### config.mk
export PLATFORM = sky130hd
export DESIGN_NAME = jk_bank_ctrl_flat
export DESIGN_NICKNAME = d
export VERILOG_FILES = /design/src/rtl/jk_bank_ctrl_if.sv /design/src/rtl/jk_bank_ctrl.sv /design/src/flat_wrapper.sv
export SDC_FILE = /design/constraint.sdc
export NUM_CORES = 1
export LEC_CHECK = 0
export BUFFER_PORTS_ARGS = -buffer_cell sky130_fd_sc_hd__buf_2
export CAP_MARGIN = 20
export CORE_MARGIN = 5
export CORE_UTILIZATION = 26
export CTS_CLUSTER_SIZE = 40
export DETAILED_ROUTE_END_ITERATION = 16
export GPL_ROUTABILITY_DRIVEN = 0
export SLEW_MARGIN = 20
export SYNTH_ARGS = -nofsm -noshare
export SYNTH_HDL_FRONTEND = slang
export SYNTH_SLANG_ARGS = --single-unit
### constraint.sdc
create_clock -name clk -period 2.65 [get_ports clk]
set_clock_uncertainty 0.15 [all_clocks]
set_input_delay 0.795 -clock clk [delete_from_list [all_inputs] [get_ports clk]]
set_output_delay 0.795 -clock clk [all_outputs]
set_load 0.05 [all_outputs]
### src/rtl/jk_bank_ctrl_if.sv
// Command channel of the JK bank controller: valid/ready handshake plus the
// operation, load value and serial input that are sampled on acceptance.
interface jk_bank_ctrl_if #(
    parameter int WIDTH = 4
);
    logic             cmd_valid;
    logic             cmd_ready;
    logic [2:0]       cmd_op;
    logic [WIDTH-1:0] cmd_data;
    logic             ser_in;

    modport master (
        output cmd_valid, cmd_op, cmd_data, ser_in,
        input  cmd_ready
    );

    modport slave (
        input  cmd_valid, cmd_op, cmd_data, ser_in,
        output cmd_ready
    );
endinterface

### src/rtl/jk_bank_ctrl.sv
// Sequencer for a bank of external JK flip-flops: accepts a register command,
// drives J/K for one cycle toward the computed target, checks the bank state
// read back on q_in, retries a bounded number of times and reports the result.
module jk_bank_ctrl #(
    parameter int WIDTH      = 4,
    parameter int USE_TOGGLE = 0,
    parameter int MAX_RETRY  = 1
) (
    input  logic             clk,
    input  logic             clear,
    jk_bank_ctrl_if.slave    cmd,
    input  logic [WIDTH-1:0] q_in,
    output logic [WIDTH-1:0] j_out,
    output logic [WIDTH-1:0] k_out,
    output logic             busy,
    output logic             done,
    output logic             err,
    output logic             cout
);
    localparam logic [2:0] OP_LOAD = 3'b001;
    localparam logic [2:0] OP_INC  = 3'b010;
    localparam logic [2:0] OP_DEC  = 3'b011;
    localparam logic [2:0] OP_SHL  = 3'b100;
    localparam logic [2:0] OP_SHR  = 3'b101;
    localparam logic [2:0] OP_CLR  = 3'b110;
    localparam logic [2:0] OP_SET  = 3'b111;

    typedef enum logic [1:0] {IDLE, DRIVE, CHECK, DONE} state_t;

    typedef struct packed {
        logic [WIDTH-1:0] j;
        logic [WIDTH-1:0] k;
    } jk_t;

    state_t           state;
    state_t           state_next;
    logic [WIDTH-1:0] exp_q;
    logic [2:0]       retry_cnt;
    logic [WIDTH-1:0] tgt;
    logic             tgt_cout;
    logic             accept;
    logic             match;
    logic             retry_ok;

    // Per-bit J/K needed to move the bank from c to t; bits already at target hold.
    function automatic jk_t jk_drive(input logic [WIDTH-1:0] t, input logic [WIDTH-1:0] c);
        jk_t r;
        if (USE_TOGGLE != 0) begin
            r.j = t ^ c;
            r.k = t ^ c;
        end else begin
            r.j = t & ~c;
            r.k = ~t & c;
        end
        return r;
    endfunction

    assign accept   = cmd.cmd_valid && cmd.cmd_ready;
    assign match    = (q_in == exp_q);
    assign retry_ok = (retry_cnt < 3'(MAX_RETRY));

    // Target value and carry-out of the offered command, from the live bank state.
    always_comb begin
        // NOTE: every comb output gets a default first so no path infers a latch.
        tgt      = q_in;
        tgt_cout = 1'b0;
        case (cmd.cmd_op)
            OP_LOAD: tgt = cmd.cmd_data;
            OP_INC: begin
                tgt      = q_in + WIDTH'(1);
                tgt_cout = &q_in;
            end
            OP_DEC: begin
                tgt      = q_in - WIDTH'(1);
                tgt_cout = ~|q_in;
            end
            OP_SHL: begin
                tgt      = {q_in[WIDTH-2:0], cmd.ser_in};
                tgt_cout = q_in[WIDTH-1];
            end
            OP_SHR: begin
                tgt      = {cmd.ser_in, q_in[WIDTH-1:1]};
                tgt_cout = q_in[0];
            end
            OP_CLR:  tgt = '0;
            OP_SET:  tgt = '1;
            default: tgt = q_in;
        endcase
    end

    // State register.
    always_ff @(posedge clk or posedge clear) begin
        // NOTE: sequential state uses non-blocking assignments so all flops update together.
        if (clear) state <= IDLE;
        else       state <= state_next;
    end

    // Next-state logic: one DRIVE/CHECK pair per attempt, retries loop back to DRIVE.
    always_comb begin
        state_next = state;
        case (state)
            IDLE:    if (accept) state_next = DRIVE;
            DRIVE:   state_next = CHECK;
            CHECK:   state_next = (match || !retry_ok) ? DONE : DRIVE;
            DONE:    state_next = IDLE;
            default: state_next = IDLE;
        endcase
    end

    // Moore outputs; ready is also gated by clear so nothing is accepted in reset.
    always_comb begin
        cmd.cmd_ready = (state == IDLE) && !clear;
        busy          = (state != IDLE);
        done          = (state == DONE);
    end

    // Datapath: target capture, J/K pulse generation, retry counting and status.
    always_ff @(posedge clk or posedge clear) begin
        if (clear) begin
            exp_q     <= '0;
            j_out     <= '0;
            k_out     <= '0;
            retry_cnt <= '0;
            err       <= 1'b0;
            cout      <= 1'b0;
        end else begin
            case (state)
                IDLE: begin
                    if (accept) begin
                        exp_q          <= tgt;
                        cout           <= tgt_cout;
                        err            <= 1'b0;
                        {j_out, k_out} <= jk_drive(tgt, q_in);
                    end
                end
                DRIVE: begin
                    j_out <= '0;
                    k_out <= '0;
                end
                CHECK: begin
                    if (!match) begin
                        if (retry_ok) begin
                            {j_out, k_out} <= jk_drive(exp_q, q_in);
                            retry_cnt      <= retry_cnt + 3'd1;
                        end else begin
                            err <= 1'b1;
                        end
                    end
                end
                DONE:    retry_cnt <= '0;
                default: retry_cnt <= '0;
            endcase
        end
    end
endmodule

### src/flat_wrapper.sv
// flat-port wrapper written by rule: the top's interface ports become plain ports
module jk_bank_ctrl_flat 
#(
    parameter int WIDTH      = 4,
    parameter int USE_TOGGLE = 0,
    parameter int MAX_RETRY  = 1
)
  (clk, clear, q_in, j_out, k_out, busy, done, err, cout, cmd_cmd_valid, cmd_cmd_op, cmd_cmd_data, cmd_ser_in, cmd_cmd_ready);
  jk_bank_ctrl_if #(.WIDTH(WIDTH)) cmd_i ();
  input  logic clk;
  input  logic clear;
  input  logic [WIDTH-1:0] q_in;
  output logic [WIDTH-1:0] j_out;
  output logic [WIDTH-1:0] k_out;
  output logic busy;
  output logic done;
  output logic err;
  output logic cout;
  input wire logic [$bits(cmd_i.cmd_valid)-1:0] cmd_cmd_valid;
  input wire logic [$bits(cmd_i.cmd_op)-1:0] cmd_cmd_op;
  input wire logic [$bits(cmd_i.cmd_data)-1:0] cmd_cmd_data;
  input wire logic [$bits(cmd_i.ser_in)-1:0] cmd_ser_in;
  output wire logic [$bits(cmd_i.cmd_ready)-1:0] cmd_cmd_ready;
  assign cmd_i.cmd_valid = cmd_cmd_valid;
  assign cmd_i.cmd_op = cmd_cmd_op;
  assign cmd_i.cmd_data = cmd_cmd_data;
  assign cmd_i.ser_in = cmd_ser_in;
  assign cmd_cmd_ready = cmd_i.cmd_ready;
  jk_bank_ctrl #(.WIDTH(WIDTH), .USE_TOGGLE(USE_TOGGLE), .MAX_RETRY(MAX_RETRY)) u_core (.clk(clk), .clear(clear), .cmd(cmd_i), .q_in(q_in), .j_out(j_out), .k_out(k_out), .busy(busy), .done(done), .err(err), .cout(cout));
endmodule
==> flow_metrics.env, run 1 <==
export IMPL_status="finished, final reports clean"
export IMPL_critPathLaunchType="primary input"
export IMPL_switching_power_uw=919
export IMPL_detailed_route_wire_length_per_cell_um=13.7
export IMPL_numCtsBuffers=3
export IMPL_synth_seq_area_share_pct=33.6
export IMPL_actual_transition_at_the_worst_max_transition_pin_ns=0.731
export IMPL_maximum_number_of_pins_on_one_net_before_global_route_repair=20
export IMPL_syn_avg_cell_area_um2=9.25
export IMPL_layout_setup_ws_ns=0.000827
export IMPL_critical_path_max_stage_delay_ns=0.38
export IMPL_rsz_0062_raised_after_global_routing="yes"
export IMPL_crit_reg2reg_launch="u_core.state[0]"
export IMPL_die_area_um2=7020
export IMPL_fraction_of_layout_cells_with_a_size_suffix_above_1_pct=33.9
export IMPL_cts_sink_count=19
export IMPL_slew_viol_final=0
export IMPL_maxCapViolations=0
export IMPL_cpLargestDelayFamily="simple AND/OR/NAND/NOR gates"
export IMPL_path_max_fanout=2
export IMPL_layoutNonFillerInstCount=256
export IMPL_buffer_ports_inserted=27
export IMPL_setup_tns_final_ns=0
export IMPL_power_switching_fraction_pct=49.4
export IMPL_placed_cells_incl_taps=252
export IMPL_totalWireLength_mm=3.52
export IMPL_grt_antenna_before_repair=0
export IMPL_total_internal_power_uw=943
export IMPL_finalWorstPathRequiredPeriod_ns=2.65
export IMPL_pwr_density_cell_nw_per_um2=1050
export IMPL_postSynth_asyncResetShare_pct=100
export IMPL_startpoint="cmd_cmd_op[2]"
export IMPL_area_growth_synth_to_final_pct=25.8
export IMPL_final_util_pct=34.2
export IMPL_synth_most_common_cell="dfrtp_1"
export IMPL_synth_ff_type="dfrtp_1"
export IMPL_cp_arrival_ns=2.66
export IMPL_synthTopCellsByArea="dfrtp_1, ha_1, o21ai_0"
export IMPL_finalPower_uw=1860
export IMPL_synth_warning_count=0
export IMPL_clkSlewWorstSetupHoldPaths_ns=0.08
export IMPL_max_freq_mhz=377
export IMPL_post_synth_most_frequent_cells="dfrtp_1, nand2_1, o21ai_0, inv_1"
export IMPL_first_iter_violations=43
export IMPL_flop_and_latch_count_out_of_synthesis=19
export IMPL_antennaDiodeCount=0
export IMPL_final_setup_viol_count=0
export IMPL_num_nets_final=209
export IMPL_drt_pre_antenna_iters=4
export IMPL_yosysUniqueCellTypes=46
export IMPL_clock_power_share_pct=11.2
export IMPL_floorplan_io_pins=28
export IMPL_post_synth_top_area_cell="dfrtp_1"
export IMPL_hpwl_mm=2.64
export IMPL_clk_path_buf_depth=2
export IMPL_irDropWorstVdd_mv=0.433
export IMPL_post_synth_inst_count=153
export IMPL_crit_path_top_delay_cell="or3b_4"
export IMPL_synth_largest_type_area_fraction_pct=33.6
export IMPL_worstSetupPathType="primary input to register"
export IMPL_number_of_synthesized_flops_with_an_enable_pin=0
export IMPL_timing_final_hold_violations=0
export IMPL_dp_worst_setup_slack_ns=-0.340
export IMPL_slew_limit_headroom_pct=51.2
export IMPL_grt_pass1_wl_mm=6.09
export IMPL_setup_worst_path_end_class="register"
export IMPL_cts_max_level=1
export IMPL_vias_in_the_first_global_route=1272
export IMPL_p_leak_uw=0.000856
export IMPL_worstPathRequired_ns=2.66
export IMPL_post_cts_buffers=0
export IMPL_timing_hold_worst_start="u_core.k_out[2]"
export IMPL_final_period_utilization_pct=100
export IMPL_worst_hold_path_type="register to register"
export IMPL_avgViaCountPerCell=4.88
export IMPL_die_w_um=83.8
export IMPL_die_height_um=83.8
export IMPL_detail_route_drc_violations=0
export IMPL_antenna_violating_nets_post_route=0
export IMPL_critPathBufInv=1
export IMPL_pwr_share_seq_pct=27.2
export IMPL_grt_usage_pct=10.5
export IMPL_post_synth_instance_area_um2=1420
export IMPL_worst_skew_pair_late_latency_ns=0.26
export IMPL_tritoncts="built"
export IMPL_comb_power_share_pct=61.6
export IMPL_critical_path_cell_chain="buf_6 -> nand2b_4 -> or2_4 -> xnor2_2 -> ha_2 -> or3b_4 -> nor4bb_4 -> o32ai_2 -> o21ai_2 -> a22o_1"
export IMPL_synth_net_count=175
export IMPL_vias=1249
export IMPL_cts_root_buf="clkbuf_8"
export IMPL_grt_overflow=0
export IMPL_coreArea_um2=5200
export IMPL_initial_core_util_pct=27.2
export IMPL_core_rowCount=26
[power groups by stage]
stage / Combinational (µW) / Clock, µW / Sequential, µW
after floorplan: 692 / 0 / 668
after global placement: 1130 / 0 / 507
after detailed placement: 1140 / 0 / 510
after CTS: 1150 / 212 / 506
after global routing: 1270 / 227 / 527
final: 1150 / 209 / 506
[path summary, 6_finish.rpt]
check,to,slack [ns],depth (start not counted)
min in group asynchronous,u_core.j_out[1],0.51,2
worst max register to register,u_core.j_out[3],0.54,7
worst min register to register,u_core.k_out[2],0.33,2
worst max-delay path,u_core.j_out[2],0.0008,10
worst min-delay path,u_core.k_out[2],0.33,2
max in group asynchronous,u_core.err,1.38,2
[placed cells by master (no fill, tap or decap), types with 2 or more instances in the layout]
| cell type | count |
|---|---|
| buf_2 | 26 |
| dfrtp_1 | 19 |
| buf_4 | 13 |
| nand2_1 | 12 |
| o21ai_0 | 12 |
| inv_1 | 11 |
| a22o_1 | 6 |
| ha_1 | 6 |
| a21oi_1 | 5 |
| mux2_2 | 5 |
| nor3b_1 | 4 |
| xnor2_1 | 4 |
| nor3_1 | 4 |
| nor2_1 | 4 |
| nand2b_1 | 3 |
| nor4bb_1 | 3 |
| a41o_1 | 3 |
| clkbuf_8 | 3 |
| or3_1 | 2 |
| o21ai_2 | 2 |
| nor2b_1 | 2 |
| o221ai_1 | 2 |
| o31ai_1 | 2 |
| nand3_1 | 2 |
| mux2i_1 | 2 |
| a31oi_1 | 2 |
[sequential cells by signal, summed over array words and instances (netlist names)]
| register | flops |
|---|---|
| u_core.exp_q | 4 |
| u_core.j_out | 4 |
| u_core.k_out | 4 |
| u_core.retry_cnt | 3 |
| u_core.state | 2 |
| u_core.cout | 1 |
| u_core.err | 1 |
[worst min-delay path, stage by stage, from the launching register on]
cell and delay (ns):
dfrtp_1 0.34, nand2_1 0.06, o41ai_2 0.05
[kinds of logic (layout without fill, tap and decap cells)]
kind of cell	after synthesis	count (layout)	synth area share, %
adder cells (fa/ha/maj)	7	7	6.19
buffers and inverters	22	55	6.45
flip-flops	19	19	33.6
multiplexers	8	8	6.19
XOR/XNOR	5	5	3.09
AND/OR/NAND/NOR	47	47	20.1
AO/OA/AOI/OAI	45	45	24.4
[through the flow]
stage,hold slack [ns],area (µm²)
after floorplan,0.317,1450
after global placement,0.311,1710
after detailed placement,0.309,1710
after CTS,0.333,1760
after global routing,0.370,1780
final,0.327,1780
[metal layers]
layer / global-route usage [%] / wire length (µm) / vias to the layer above
met5: 0 / 0 / -
met4: 3.22 / 68 / 0
met3: 3.26 / 171 / 9
met2: 15.4 / 1500 / 31
met1: 14.8 / 1780 / 578
li1: - / - / 631
[layout make-up]
type	count	area (µm²)
Multi-Input combinational cell	112	891
Clock inverter	1	5.00
Inverter	11	41.3
Sequential cell	19	475
Fill cell	567	3420
Clock buffer	3	41.3
Timing Repair Buffer	40	239
Tap cell	70	87.6
[repair_timing]
item,CTS,global route
endpoints found under the setup margin,3,4
endpoints found under the hold margin,0,0
pin swaps,5,2
hold buffers,0,0
resized for setup,0,4
Power figures use the tool's default switching activity.
==> run 2, diff against run 1 <==
CAP_MARGIN = not set   (was 20)
RECOVER_POWER = 25   (was not set)
==> run 2 against run 1 <==
Wire length hardly changed. Final cell count is the same. First-iteration DRC count fell by 2.3%. Combinational power barely moved. Critical path depth unchanged. Cell area about the same. Die area stayed put. Largest cell class unchanged. Highest routed layer unchanged.
==> flow_metrics.env, run 2 (synthesis gave the netlist of run 1 again) <==
export IMPL_vias=1249
export IMPL_finalWorstPathRequiredPeriod_ns=2.65
export IMPL_crit_reg2reg_launch="u_core.state[0]"
export IMPL_detailed_route_wire_length_per_cell_um=13.8
export IMPL_wl_met1_mm=1.78
export IMPL_buffer_ports_inserted=27
export IMPL_finalPower_uw=1860
export IMPL_clk_path_buf_depth=2
export IMPL_max_freq_mhz=377
export IMPL_cts_max_level=1
export IMPL_cp_arrival_ns=2.66
export IMPL_grt_antenna_before_repair=0
export IMPL_final_period_utilization_pct=100
export IMPL_crit_path_top_delay_cell="or3b_4"
export IMPL_antenna_violating_nets_post_route=0
export IMPL_layout_cells_most_common_list="buf_2, dfrtp_1, buf_4, nand2_1, o21ai_0"
export IMPL_worstSetupPathType="primary input to register"
export IMPL_numCtsBuffers=3
export IMPL_critical_path_cell_chain="buf_6 -> nand2b_4 -> or2_4 -> xnor2_2 -> ha_2 -> or3b_4 -> nor4bb_4 -> o32ai_2 -> o21ai_2 -> a22o_1"
export IMPL_clkSlewWorstSetupHoldPaths_ns=0.08
export IMPL_path_max_fanout=2
export IMPL_timing_hold_worst_start="u_core.k_out[2]"
export IMPL_actual_transition_at_the_worst_max_transition_pin_ns=0.732
export IMPL_critical_path_max_stage_delay_ns=0.38
export IMPL_worst_hold_path_endpoint="u_core.k_out[2]"
export IMPL_detail_route_drc_violations=0
export IMPL_cts_sink_count=19
export IMPL_grt_overflow=0
export IMPL_nFillCells=567
export IMPL_worst_hold_path_type="register to register"
export IMPL_hpwl_mm=2.64
export IMPL_pwr_density_cell_nw_per_um2=1050
export IMPL_area_occupied_by_multi_input_gates_um2=891
export IMPL_worst_skew_pair_late_latency_ns=0.26
export IMPL_num_nets_final=209
export IMPL_crit_reg2reg_capture="u_core.j_out[3]"
export IMPL_first_iter_violations=42
export IMPL_setup_worst_path_end_class="register"
export IMPL_status="finished, final reports clean"
export IMPL_timing_final_hold_violations=0
export IMPL_rsz_0062_raised_after_global_routing="yes"
export IMPL_highest_layer="met4"
export IMPL_irDropWorstVdd_mv=0.433
export IMPL_r2r_setup_slack_ns=0.54
export IMPL_grt_usage_pct=10.5
export IMPL_maxCapViolations=0
export IMPL_critPathLaunchType="primary input"
export IMPL_cts_root_buf="clkbuf_8"
export IMPL_floorplan_io_pins=28
export IMPL_initial_core_util_pct=27.2
export IMPL_met3_length_um=172
export IMPL_die_height_um=83.8
export IMPL_grt_pass1_wl_mm=6.09
export IMPL_largestRegisters="u_core.exp_q: 4 flops, u_core.j_out: 4 flops, u_core.k_out: 4 flops"
export IMPL_fraction_of_layout_cells_with_a_size_suffix_above_1_pct=33.3
export IMPL_mostFrequentLayoutCell="buf_2"
export IMPL_maximum_number_of_pins_on_one_net_before_global_route_repair=20
export IMPL_slew_limit_headroom_pct=51.2
export IMPL_antennaDiodeCount=0
export IMPL_core_rowCount=26
export IMPL_area_growth_synth_to_final_pct=25.7
export IMPL_final_setup_viol_count=0
export IMPL_p_leak_uw=0.000854
export IMPL_tritoncts="built"
export IMPL_post_cts_buffers=0
export IMPL_final_util_pct=34.2
export IMPL_setup_tns_final_ns=0
export IMPL_totalWireLength_mm=3.52
export IMPL_drt_pre_antenna_iters=4
export IMPL_die_area_um2=7020
export IMPL_dr_wl_met2_mm=1.50
export IMPL_worstPathRequired_ns=2.66
export IMPL_vias_in_the_first_global_route=1272
export IMPL_avgViaCountPerCell=4.88
export IMPL_slew_viol_final=0
export IMPL_hold_path_cell_count=2
export IMPL_register_area_um2=475
export IMPL_coreArea_um2=5200
export IMPL_die_w_um=83.8
export IMPL_number_of_cell_instances_on_the_worst_register_to_register_path=7
run 2: changes by cell type in the layout (fill, tap and decap cells not counted):
cell	delta
buf_2	-1
clkbuf_1	+1
run 2: worst max-delay path, delay by kind of cell:
kind / cells / cell delay [ns]
fa+ha+maj: 1 / 0.17
compound gates: 3 / 0.57
simple gates: 4 / 0.90
xor+xnor: 1 / 0.13
buf+inv: 1 / 0.09
run 2: worst max-delay path by stage:
| stage | cells after the start | start | endpoint |
|---|---|---|---|
| after floorplan | 10 | cmd_cmd_op[2] | u_core.j_out[2] |
| after global placement | 10 | cmd_cmd_op[2] | u_core.j_out[2] |
| after detailed placement | 10 | cmd_cmd_op[2] | u_core.j_out[2] |
| after CTS | 10 | cmd_cmd_op[2] | u_core.j_out[2] |
| after global routing | 10 | cmd_cmd_op[2] | u_core.k_out[2] |
| final | 10 | cmd_cmd_op[2] | u_core.j_out[2] |
run 2: final cells by class:
cell class	count	area share, %
clock inverter	1	0.281
tap	70	4.92
multi-input combinational	112	50.1
sequential	19	26.7
timing repair buffer	40	13.4
clock buffer	3	2.32
inverter	11	2.32
run 2: metal layers:
layer  vias to the layer above  GRT usage, %
met2                        31          15.4
li1                        631             -
met5                         -             0
met4                         0          3.22
met3                         9          3.26
met1                       578          14.8
run 2: timing repair:
item,in CTS,in global routing
pin swaps,5,2
resized for setup,0,4
setup endpoints to repair,3,4
hold buffers,0,0
run 2: through the flow:
step           cell area [µm²]  hold WS, ns  std cells  setup slack, ns
2_1_floorplan             1450        0.317        153           -0.272
3_3_place_gp              1710        0.311        252           -0.310
3_5_place_dp              1710        0.309        252           -0.340
4_1_cts                   1760        0.333        256          -0.0295
5_1_grt                   1780        0.370        256           -0.123
6_report                  1780        0.327        256         0.000827
run 2: report_power, final:
group | total (µW) | switching, µW | internal (µW)
Combinational | 1150 | 722 | 425
Sequential | 506 | 93.4 | 413
Clock | 209 | 104 | 105
==> run 3, diff against run 2 <==
CORE_UTILIZATION = 42   (was 26)
==> run 3 against run 2 <==
Flip-flop and latch count did not move. Sequential share of layout area rose by 0.63 points. Wire length rose by 3.0%. Die area fell by 34%. First-iteration DRC count rose by 7.1%. Highest routed layer unchanged. Worst hold slack improved by 0.0093 ns. Clock-buffer cell count did not move. Worst setup slack improved by 0.0034 ns. Power fell by 3.6%. Combinational power barely moved. Sequential power barely moved.
==> flow_metrics.env, run 3 (synthesis gave the netlist of run 1 again) <==
export IMPL_setup_worst_path_end_class="register"
export IMPL_maximum_number_of_pins_on_one_net_before_global_route_repair=20
export IMPL_worst_hold_margin_ns=0.336
export IMPL_detail_route_drc_violations=0
export IMPL_detailed_route_wire_length_per_cell_um=15.6
export IMPL_max_freq_mhz=378
export IMPL_cp_arrival_ns=2.71
export IMPL_tritoncts="built"
export IMPL_core_rowCount=21
export IMPL_hold_buffers=0
export IMPL_setup_tns_final_ns=0
export IMPL_worstSetupPathType="primary input to register"
export IMPL_slew_viol_final=0
export IMPL_buffer_ports_inserted=27
export IMPL_layoutNonFillerInstCount=233
export IMPL_coreArea_um2=3310
export IMPL_mostFrequentLayoutCell="buf_2"
export IMPL_die_height_um=68.0
export IMPL_cts_max_level=1
export IMPL_drt_pre_antenna_iters=5
export IMPL_timing_final_hold_violations=0
export IMPL_antennaDiodeCount=0
export IMPL_floorplan_io_pins=28
export IMPL_placed_area_um2=1680
export IMPL_worst_hold_path_type="register to register"
export IMPL_fin_area_um2=1740
export IMPL_maxCapViolations=0
export IMPL_area_growth_synth_to_final_pct=22.8
export IMPL_num_nets_final=210
export IMPL_clkSlewWorstSetupHoldPaths_ns=0.13
export IMPL_layout_setup_ws_ns=0.00421
export IMPL_path_max_fanout=2
export IMPL_hpwl_mm=2.72
export IMPL_grt_antenna_before_repair=0
export IMPL_slew_limit_headroom_pct=50.6
export IMPL_avgViaCountPerCell=5.60
export IMPL_p_leak_uw=0.000851
export IMPL_grt_overflow=0
export IMPL_grt_usage_pct=17.3
export IMPL_numCtsBuffers=3
export IMPL_placed_cells_incl_taps=227
export IMPL_final_period_utilization_pct=99.8
export IMPL_irDropWorstVdd_mv=0.650
export IMPL_fraction_of_layout_cells_with_a_size_suffix_above_1_pct=33.7
export IMPL_die_w_um=68.0
export IMPL_cts_root_buf="clkbuf_4"
export IMPL_worstPathRequired_ns=2.71
export IMPL_first_iter_violations=45
export IMPL_dp_worst_setup_slack_ns=-0.322
export IMPL_rsz_0062_raised_after_global_routing="yes"
export IMPL_die_area_um2=4630
export IMPL_worst_skew_pair_late_latency_ns=0.31
export IMPL_cts_sink_count=19
export IMPL_grt_pass1_wl_mm=6.08
export IMPL_finalWorstPathRequiredPeriod_ns=2.65
export IMPL_totalWireLength_mm=3.62
export IMPL_initial_core_util_pct=42.7
export IMPL_largestRegisters="u_core.exp_q: 4 flops, u_core.j_out: 4 flops, u_core.k_out: 4 flops"
export IMPL_pwr_density_cell_nw_per_um2=1030
export IMPL_antenna_violating_nets_post_route=0
export IMPL_clk_path_buf_depth=2
export IMPL_layout_cells_most_common_list="buf_2, dfrtp_1, buf_4, nand2_1, o21ai_0"
export IMPL_status="finished, final reports clean"
export IMPL_actual_transition_at_the_worst_max_transition_pin_ns=0.741
export IMPL_vias_in_the_first_global_route=1299
export IMPL_critPathLaunchType="primary input"
export IMPL_final_setup_viol_count=0
export IMPL_vias=1305
[run 3: where the power goes]
group / internal, µW / switching [µW] / leakage, µW
clock: 56.3 / 101 / 0.0000177
combinational: 410 / 724 / 0.000592
sequential: 412 / 91.6 / 0.000241
total: 878 / 917 / 0.000851
[run 3: final cells by class]
type	instances	area, µm²
clock inverters	1	5.00
multi-input cells	112	891
flip-flops and latches	19	475
fillers	335	1570
well taps	46	57.6
inverters	11	41.3
clock buffers	3	22.5
repair buffers	41	245
[run 3: worst max-delay path, stage by stage]
cell      delay [ns]
buf_6           0.09
nand2b_4        0.13
or2_4           0.23
xnor2_2         0.14
ha_2            0.18
or3b_4          0.37
nor4bb_4        0.16
o32ai_2         0.31
o21ai_2         0.10
a22o_1          0.20
[run 3: repair_timing]
action | 4_1_cts | 5_1_grt
setup endpoints to repair | 0 | 3
gates resized for setup | 0 | 4
setup buffers | 0 | 2
[run 3: metal layers]
metal / track usage [%] / vias to the layer above / part of all wire, %
met5: 0 / - / 0
met4: 6.20 / 0 / 1.9
met3: 3.28 / 6 / 3.5
met2: 28.9 / 24 / 49
met1: 22.1 / 645 / 45
li1: - / 630 / -
[run 3: through the flow]
stage          power (µW)  utilization [%]
2_1_floorplan        1360                -
3_3_place_gp         1600             50.6
3_5_place_dp         1640             50.6
4_1_cts              1800             51.4
5_1_grt              1940             52.5
6_report             1790             52.5
[run 3: final timing paths]
path | cells past startpoint | slack, ns | startpoint | end
setup / recovery | 10 | 0.004 | cmd_cmd_op[2] | u_core.j_out[2]
hold / removal | 2 | 0.34 | u_core.k_out[2] | u_core.k_out[2]
setup reg to reg | 7 | 0.43 | u_core.state[1] | u_core.j_out[0]
hold reg to reg | 2 | 0.34 | u_core.k_out[2] | u_core.k_out[2]
max in group asynchronous | 2 | 1.43 | clear | u_core.exp_q[1]
min in group asynchronous | 2 | 0.44 | clear | u_core.state[0]
